## src/rtl/boot_seq_if.sv

```systemverilog
// Pad-side signal bundle of the boot sequencer: pad/core controls in, core gating out.
interface boot_seq_if;
  logic       fetch_enable_i;
  logic       spi_cs_ni;
  logic       testmode_i;
  logic       eoc_i;
  logic       restart_i;
  logic       core_rst_no;
  logic       fetch_enable_o;
  logic       eoc_o;
  logic [2:0] state_o;

  modport master (
    output fetch_enable_i, spi_cs_ni, testmode_i, eoc_i, restart_i,
    input  core_rst_no, fetch_enable_o, eoc_o, state_o
  );

  modport slave (
    input  fetch_enable_i, spi_cs_ni, testmode_i, eoc_i, restart_i,
    output core_rst_no, fetch_enable_o, eoc_o, state_o
  );
endinterface

```

## src/rtl/boot_seq_ctrl.sv

```systemverilog
// Boot sequencer: holds the core in reset, then gates fetch-enable until the pad is
// high and SPI chip-select has been idle for a settle window; latches end-of-computation.
module boot_seq_ctrl #(
  parameter int RST_CYCLES    = 16,
  parameter int SETTLE_CYCLES = 8,
  parameter int CNT_WIDTH     = 8
) (
  input logic       clk,
  input logic       rst_n,
  boot_seq_if.slave bus
);

  typedef enum logic [2:0] {
    HOLD   = 3'd0,
    LOAD   = 3'd1,
    SETTLE = 3'd2,
    RUN    = 3'd3,
    DONE   = 3'd4
  } state_t;

  localparam logic [CNT_WIDTH-1:0] RST_LAST    = CNT_WIDTH'(RST_CYCLES - 1);
  localparam logic [CNT_WIDTH-1:0] SETTLE_LAST = CNT_WIDTH'(SETTLE_CYCLES - 1);

  state_t               state, state_nxt;
  logic [CNT_WIDTH-1:0] cnt, cnt_nxt;

  logic fe_p0, fe_s;
  logic cs_p0, cs_s;

  logic       core_rst_n_q;
  logic       fetch_en_q;
  logic       eoc_q;
  logic [2:0] state_q;

  function automatic logic [CNT_WIDTH-1:0] sat_inc(input logic [CNT_WIDTH-1:0] c);
    return (&c) ? c : c + 1'b1;
  endfunction

  // Pad synchronisers: chip-select idles high so it resets to the idle level
  always_ff @(posedge clk or negedge rst_n) begin
    if (!rst_n) begin
      fe_p0 <= 1'b0;
      fe_s  <= 1'b0;
      cs_p0 <= 1'b1;
      cs_s  <= 1'b1;
    end else begin
      fe_p0 <= bus.fetch_enable_i;
      fe_s  <= fe_p0;
      cs_p0 <= bus.spi_cs_ni;
      cs_s  <= cs_p0;
    end
  end

  always_comb begin
    state_nxt = state;
    cnt_nxt   = '0;
    if (bus.restart_i) begin
      state_nxt = HOLD;
    end else if (bus.eoc_i && state == RUN) begin
      state_nxt = DONE;
    end else begin
      case (state)
        HOLD: begin
          if (bus.testmode_i || cnt == RST_LAST) begin
            state_nxt = LOAD;
          end else begin
            cnt_nxt = sat_inc(cnt);
          end
        end
        LOAD: begin
          if (fe_s && cs_s) begin
            state_nxt = bus.testmode_i ? RUN : SETTLE;
          end
        end
        SETTLE: begin
          if (!fe_s || !cs_s) begin
            state_nxt = LOAD;
          end else if (cnt == SETTLE_LAST) begin
            state_nxt = RUN;
          end else begin
            cnt_nxt = sat_inc(cnt);
          end
        end
        // Dropping the pad only gates fetch; the core stays out of reset
        RUN: begin
          if (!fe_s) begin
            state_nxt = LOAD;
          end
        end
        DONE:    state_nxt = DONE;
        default: state_nxt = HOLD;
      endcase
    end
  end

  // Outputs are decoded from the next state and registered alongside it
  always_ff @(posedge clk or negedge rst_n) begin
    if (!rst_n) begin
      state        <= HOLD;
      cnt          <= '0;
      core_rst_n_q <= 1'b0;
      fetch_en_q   <= 1'b0;
      eoc_q        <= 1'b0;
      state_q      <= 3'd0;
    end else begin
      state        <= state_nxt;
      cnt          <= cnt_nxt;
      core_rst_n_q <= (state_nxt != HOLD);
      fetch_en_q   <= (state_nxt == RUN);
      eoc_q        <= (state_nxt == DONE);
      state_q      <= state_nxt;
    end
  end

  assign bus.core_rst_no    = core_rst_n_q;
  assign bus.fetch_enable_o = fetch_en_q;
  assign bus.eoc_o          = eoc_q;
  assign bus.state_o        = state_q;

endmodule

```

## src/flat_wrapper.sv

```systemverilog
// flat-port wrapper written by rule: the top's interface ports become plain ports
module boot_seq_ctrl_flat 
#(
  parameter int RST_CYCLES    = 16,
  parameter int SETTLE_CYCLES = 8,
  parameter int CNT_WIDTH     = 8
)
  (clk, rst_n, bus_fetch_enable_i, bus_spi_cs_ni, bus_testmode_i, bus_eoc_i, bus_restart_i, bus_core_rst_no, bus_fetch_enable_o, bus_eoc_o, bus_state_o);
  boot_seq_if bus_i ();
  input logic clk;
  input logic rst_n;
  input wire logic [$bits(bus_i.fetch_enable_i)-1:0] bus_fetch_enable_i;
  input wire logic [$bits(bus_i.spi_cs_ni)-1:0] bus_spi_cs_ni;
  input wire logic [$bits(bus_i.testmode_i)-1:0] bus_testmode_i;
  input wire logic [$bits(bus_i.eoc_i)-1:0] bus_eoc_i;
  input wire logic [$bits(bus_i.restart_i)-1:0] bus_restart_i;
  output wire logic [$bits(bus_i.core_rst_no)-1:0] bus_core_rst_no;
  output wire logic [$bits(bus_i.fetch_enable_o)-1:0] bus_fetch_enable_o;
  output wire logic [$bits(bus_i.eoc_o)-1:0] bus_eoc_o;
  output wire logic [$bits(bus_i.state_o)-1:0] bus_state_o;
  assign bus_i.fetch_enable_i = bus_fetch_enable_i;
  assign bus_i.spi_cs_ni = bus_spi_cs_ni;
  assign bus_i.testmode_i = bus_testmode_i;
  assign bus_i.eoc_i = bus_eoc_i;
  assign bus_i.restart_i = bus_restart_i;
  assign bus_core_rst_no = bus_i.core_rst_no;
  assign bus_fetch_enable_o = bus_i.fetch_enable_o;
  assign bus_eoc_o = bus_i.eoc_o;
  assign bus_state_o = bus_i.state_o;
  boot_seq_ctrl #(.RST_CYCLES(RST_CYCLES), .SETTLE_CYCLES(SETTLE_CYCLES), .CNT_WIDTH(CNT_WIDTH)) u_core (.clk(clk), .rst_n(rst_n), .bus(bus_i));
endmodule
```

## config.mk

```make
export PLATFORM = sky130hd
export DESIGN_NAME = boot_seq_ctrl_flat
export DESIGN_NICKNAME = d
export VERILOG_FILES = /design/src/rtl/boot_seq_if.sv /design/src/rtl/boot_seq_ctrl.sv /design/src/flat_wrapper.sv
export SDC_FILE = /design/constraint.sdc
export NUM_CORES = 1
export LEC_CHECK = 0
export CAP_MARGIN = 20
export CORE_ASPECT_RATIO = 0.9
export CORE_MARGIN = 2
export CORE_UTILIZATION = 55
export DETAILED_ROUTE_END_ITERATION = 6
export PLACE_DENSITY = 0.93
export SLEW_MARGIN = 20
export SYNTH_ARGS = -nofsm -noshare
export SYNTH_HDL_FRONTEND = slang
export SYNTH_SLANG_ARGS = --single-unit
export TNS_END_PERCENT = 5
```

## constraint.sdc

```tcl
create_clock -name clk -period 4.7 [get_ports clk]
set_input_delay 0.705 -clock clk [delete_from_list [all_inputs] [get_ports clk]]
set_output_delay 0.705 -clock clk [all_outputs]
set_load 0.02 [all_outputs]
```

* Word level (Yosys, flattened, before mapping)
Cells that the tools add are included.
** Storage, ports and cells
- Register bits :: 18
- Bits of input ports :: 7
- Output and inout port bits :: 6
- Word-level logic and storage cells :: 43
** Cells by class
- Add/sub/neg operators :: 1
- Mux-type cells :: 16
- Reductions and logical operators :: 9
- Equality and inequality tests :: 8
** Operator list (count)
- 2-to-1 mux 8 bit :: 6
- 2-to-1 mux 3 bit :: 7
- case mux 8 bit (2 select lines) :: 1
- case mux 3 bit (5 select lines) :: 1
- == test 3 x 2 -> 1 bit (second input constant) :: 3
- adder 8 x 1 -> 8 bit (second input constant) :: 1
- == test 8 x 3 -> 1 bit (second input constant) :: 1
- == test 8 x 4 -> 1 bit (second input constant) :: 1
- AND reduction 8 bit :: 1
- == test 3 bit (second input constant) :: 2
- == test 3 x 1 -> 1 bit (second input constant) :: 1
- logical NOT 3 bit :: 1
- nonzero test 3 bit :: 1
- logical AND 1 bit :: 2
- logical NOT 1 bit :: 2
- logical OR 1 bit :: 2
- 2-to-1 mux 1 bit :: 1

* Logic depth before layout (Yosys ltp)
- Depth after elaboration :: 7
- Mapped depth :: 5
- Gate-level depth less buffers :: 5

* Worst setup path before layout
No wires, ideal clock.
- Kind :: register to register
- Start point :: reg u_core.state[0]
- End point :: reg u_core.cnt[2]
- Cell stages (with the launch flop) :: 6
- Data required time :: 4619 ps
- Slack :: 3008 ps
- Setup time :: 81 ps
- Data arrival time :: 1612 ps
- Buffers on the path :: 1
- Cell sequence :: dfrtp_1 -> buf_6 -> or3b_4 -> a211oi_2 -> o211ai_4 -> nor3_2
** Between the ends
- Word-level cells in the longest chain between the ends :: 4
- Elaborated cells between the ends (all ways) :: 7
- Those cells by class :: 2 x eq/ne; 3 x mux; 2 x reduce/logical
** Ends and longest elaborated chain
- start: declaration :: line boot_seq_ctrl.sv:24 : state_t state, state_nxt;
- start signal: assignment :: line boot_seq_ctrl.sv:106 : state <= state_nxt;
- == test 3 x 2 -> 1 bit, or another cell as far along :: line boot_seq_ctrl.sv:62 : case (state)
- case mux 8 bit (2 select lines) or logical AND 1 bit (tied branches) :: line boot_seq_ctrl.sv:62, boot_seq_ctrl.sv:59
- 2-to-1 mux 8 bit (*) :: line boot_seq_ctrl.sv:59 : end else if (bus.eoc_i && state == RUN) begin
- 2-to-1 mux 8 bit (*) :: line boot_seq_ctrl.sv:57 : if (bus.restart_i) begin
- via u_core.cnt_nxt[2] :: line boot_seq_ctrl.sv:25 : logic [CNT_WIDTH-1:0] cnt, cnt_nxt;
- end signal: assignment :: line boot_seq_ctrl.sv:107 : cnt <= cnt_nxt;
- end: declaration :: line boot_seq_ctrl.sv:25
Mark *: on every way through the listed nets, which the timed path passes. The rest lies on a longest branch.

==> metrics.md <==
| Metric | Value |
|---|---|
| Endpoints failing setup | `0` |
| Core area | `between 1000 and 1500 µm²` |
| Synth cell types | `35` |
| Resize count post-CTS | `0` |
| DP Area | `1020 µm²` |
| Cell Count, Final, Fillers Out | `between 100 and 150` |
| Postcts setup bufs | `0` |
| CP endpoint kind | `primary output` |
| P&R area growth vs syn | `17.4%` |
| Slowest cell on the critical path | `clkdlybuf4s50_1` |
| Final Util | `70.8%` |
| Slew Limit Fails | `0` |
| PortBufs | `12` |
| Fraction of registers with async set/reset | `100%` |
| Status | `finished clean` |
| CTS tree | `done` |
| Average wire per standard cell | `13.9 µm` |
| Later-pin clock latency in the skew report | `0.30 ns` |
| Die width | `46.5 µm` |
| Area of the multi-input gates | `418 µm²` |
| Initial antenna violation count | `0` |
| Via count | `690` |
| Busiest grt layer | `met2` |
| Sequential cell area | `453 µm²` |
| Final design instance area without fill | `approximately 1000 µm²` |
| Tmin final | `roughly 2.2 ns` |
| Count of state elements after synthesis | `18` |
| Setup TNS | `0 ns` |
| Synthesized area | `893 µm²` |
| Worst Setup SP | `u_core.state[0]$_DFF_PN0_` |
| Leakage | `between 0.4 and 0.5 nW` |
| Clock Path Buffers | `2` |
| Antenna Cells | `0` |
| Hold_ws | `about 0.35 ns` |
| CP cell instances | `clkdlybuf4s50_1` |
| Crit path max-delay family | `buffers and inverters` |
| H-tree levels | `1` |
| Worst slew pin tran | `between 0.7 and 0.8 ns` |
| Worst-path clk slew | `0.09 ns` |
| Root Buffer | `clkbuf_4` |
| Fillers | `roughly 120` |
| Share of cells above drive strength 1 | `18.9%` |
| Fin nets | `104` |
| HP Class | `flop to flop` |
| DP HPWL | `1.21 mm` |
| Drt first pass iters | `4` |
| Post-Syn Area per Cell | `11.0 µm²` |
| Crit-path max FO | `10` |
| TritonCTS Buffers | `3` |
| Hold Fails Final Rpt | `0` |
| Worst setup path class | `flop to primary output` |
| Relative slew slack | `47.5%` |
| Sequential element share of the synthesized area | `between 50% and 60%` |
| # DRC | `0` |
| Main synth FF type | `dfrtp_1` |
| First-pass GRT wire length | `2.79 mm` |
| Clock Sinks | `18` |
| Worst Path Buf+Inv | `1` |
| Unrepaired setup endpoints after global routing | `false` |
| Die ar. | `1960 µm²` |
| Largest net degree at the start of global routing | `19` |
| GRT Total Usage | `19.6%` |
| Syn nets | `89` |
| CTS Hold Bufs | `0` |
| Ports | `13` |
| Post-synthesis cell count | `81` |
| DR iter-0 viols | `24` |
| Final period util | `46.7%` |
| Number of synthesized flops with an enable pin | `0` |
| Global route overflow | `0` |
| Clk_skew | `between 0.01 and 0.015 ns` |
| Global-route met3 utilization | `around 4.3%` |
| Post-DRT Antenna Nets | `0` |
| Placed cell count | `113` |
| Fmax | `between 400 and 500 MHz` |
| Synthesis Warnings | `0` |
| Reg-to-Reg Start | `u_core.cnt[0]$_DFF_PN0_` |
| Vias in the first global route | `676` |
| Die extent in y | `42.2 µm` |
| Worst EP required | `around 4.0 ns` |
| Final wirelength | `1.62 mm` |
| GRT met1 Usage | `about a quarter` |
| Row count | `13` |
| Pwr per Cell Area | `260 nW/µm²` |
| Crit path DAT | `roughly 1.5 ns` |
| Met2 usage | `31.1%` |
| Hold_sp | `u_core.fe_p0$_DFF_PN0_` |
| Max cap viols | `0` |
| Max stage delay on crit path | `between 0.6 and 0.7 ns` |
| Vias per cell | `5.90` |
| GPL Wtd Cong | `roughly 0.84` |
| Initial core utilization | `a little over 60%` |
| Crit path launch type | `flop` |
| Max VDD drop | `around 230 µV` |
==> final cells by class <==
class                      instances  area share, %
clock buffer                       4           2.51
timing repair buffer              12           11.5
tap                               22           2.63
sequential                        18           43.2
multi-input combinational         60           39.9
inverter                           1          0.358
==> synth_stat cells, drive strengths merged, types with 2 or more instances <==
cell	count	area (µm²)
a21oi	6	30.0
buf	2	18.8
o21ai	2	10.0
nor2	12	45.0
nor3	4	30.0
dfrtp	16	400
nand2	5	18.8
or3b	2	20.0
a211oi	3	37.5
o211ai	2	28.8
dfstp	2	52.6
nor3b	2	20.0
nand3	4	20.0
and3	2	12.5
nor4	2	18.8
nor2b	2	12.5
==> power by group <==
group	total, W	switching [W]	leakage, nW	internal, W
registers	0.000165	0.00000464	0.236	0.000160
clock network	0.0000800	0.0000469	0.0150	0.0000331
logic	0.0000282	0.0000145	0.161	0.0000138
total	0.000273	0.0000660	0.412	0.000207
==> per-layer routing <==
layer  up-vias  wire [µm]  part of all wire (%)
li1        322          -                     -
met1       347        700                    43
met2        16        836                    52
met3         5         55                   3.4
met4         0         31                   1.9
met5         -          0                     0
==> cells by family after synthesis <==
logic type / synth area share, %
AO/OA/AOI/OAI: 13.9
XOR/XNOR: 1.96
adder cells (fa/ha/maj): 2.52
buffers and inverters: 2.52
flip-flops: 50.7
multiplexers: 2.38
AND/OR/NAND/NOR: 26.1
==> per-stage QoR <==
| step | total power (W) | setup WS, ns |
|---|---|---|
| floorplan | 0.000182 | 3.01 |
| global placement | 0.000194 | 2.73 |
| detailed placement | 0.000196 | 2.67 |
| CTS | 0.000275 | 2.50 |
| global route | 0.000283 | 2.45 |
| finish | 0.000273 | 2.50 |
==> path summary, 6_finish.rpt <==
check / end / depth (start not counted) / slack [ns]
min in group asynchronous: u_core.cnt[1]$_DFF_PN0_ / 1 / 0.85
worst min-delay path: u_core.fe_s$_DFF_PN0_ / 0 / 0.35
worst min register to register: u_core.fe_s$_DFF_PN0_ / 0 / 0.35
worst max register to register: u_core.cnt[2]$_DFF_PN0_ / 5 / 2.99
worst max-delay path: bus_state_o[0] / 1 / 2.50
max in group asynchronous: u_core.state[0]$_DFF_PN0_ / 1 / 3.35
==> cell usage in the layout, fill, tap and decap left out, drive strengths merged, types with 2 or more instances in the layout <==
master	instances
dfrtp	16
nor3b	2
nor3	4
o211ai	2
clkbuf	4
dfstp	2
nor2	12
o21ai	2
nor2b	2
nand2	5
a211oi	3
nand3	4
and3	2
clkdlybuf4s50	12
a21oi	6
or3b	2
nor4	2
==> flip-flops by register name, summed over array words and instances (netlist names) <==
register,cells
u_core.bus.core_rst_no,1
u_core.cnt,8
u_core.cs_p0,1
u_core.state,3
u_core.cs_s,1
u_core.bus.fetch_enable_o,1
u_core.fe_s,1
u_core.fe_p0,1
u_core.bus.eoc_o,1
Power figures use the tool's default switching activity.
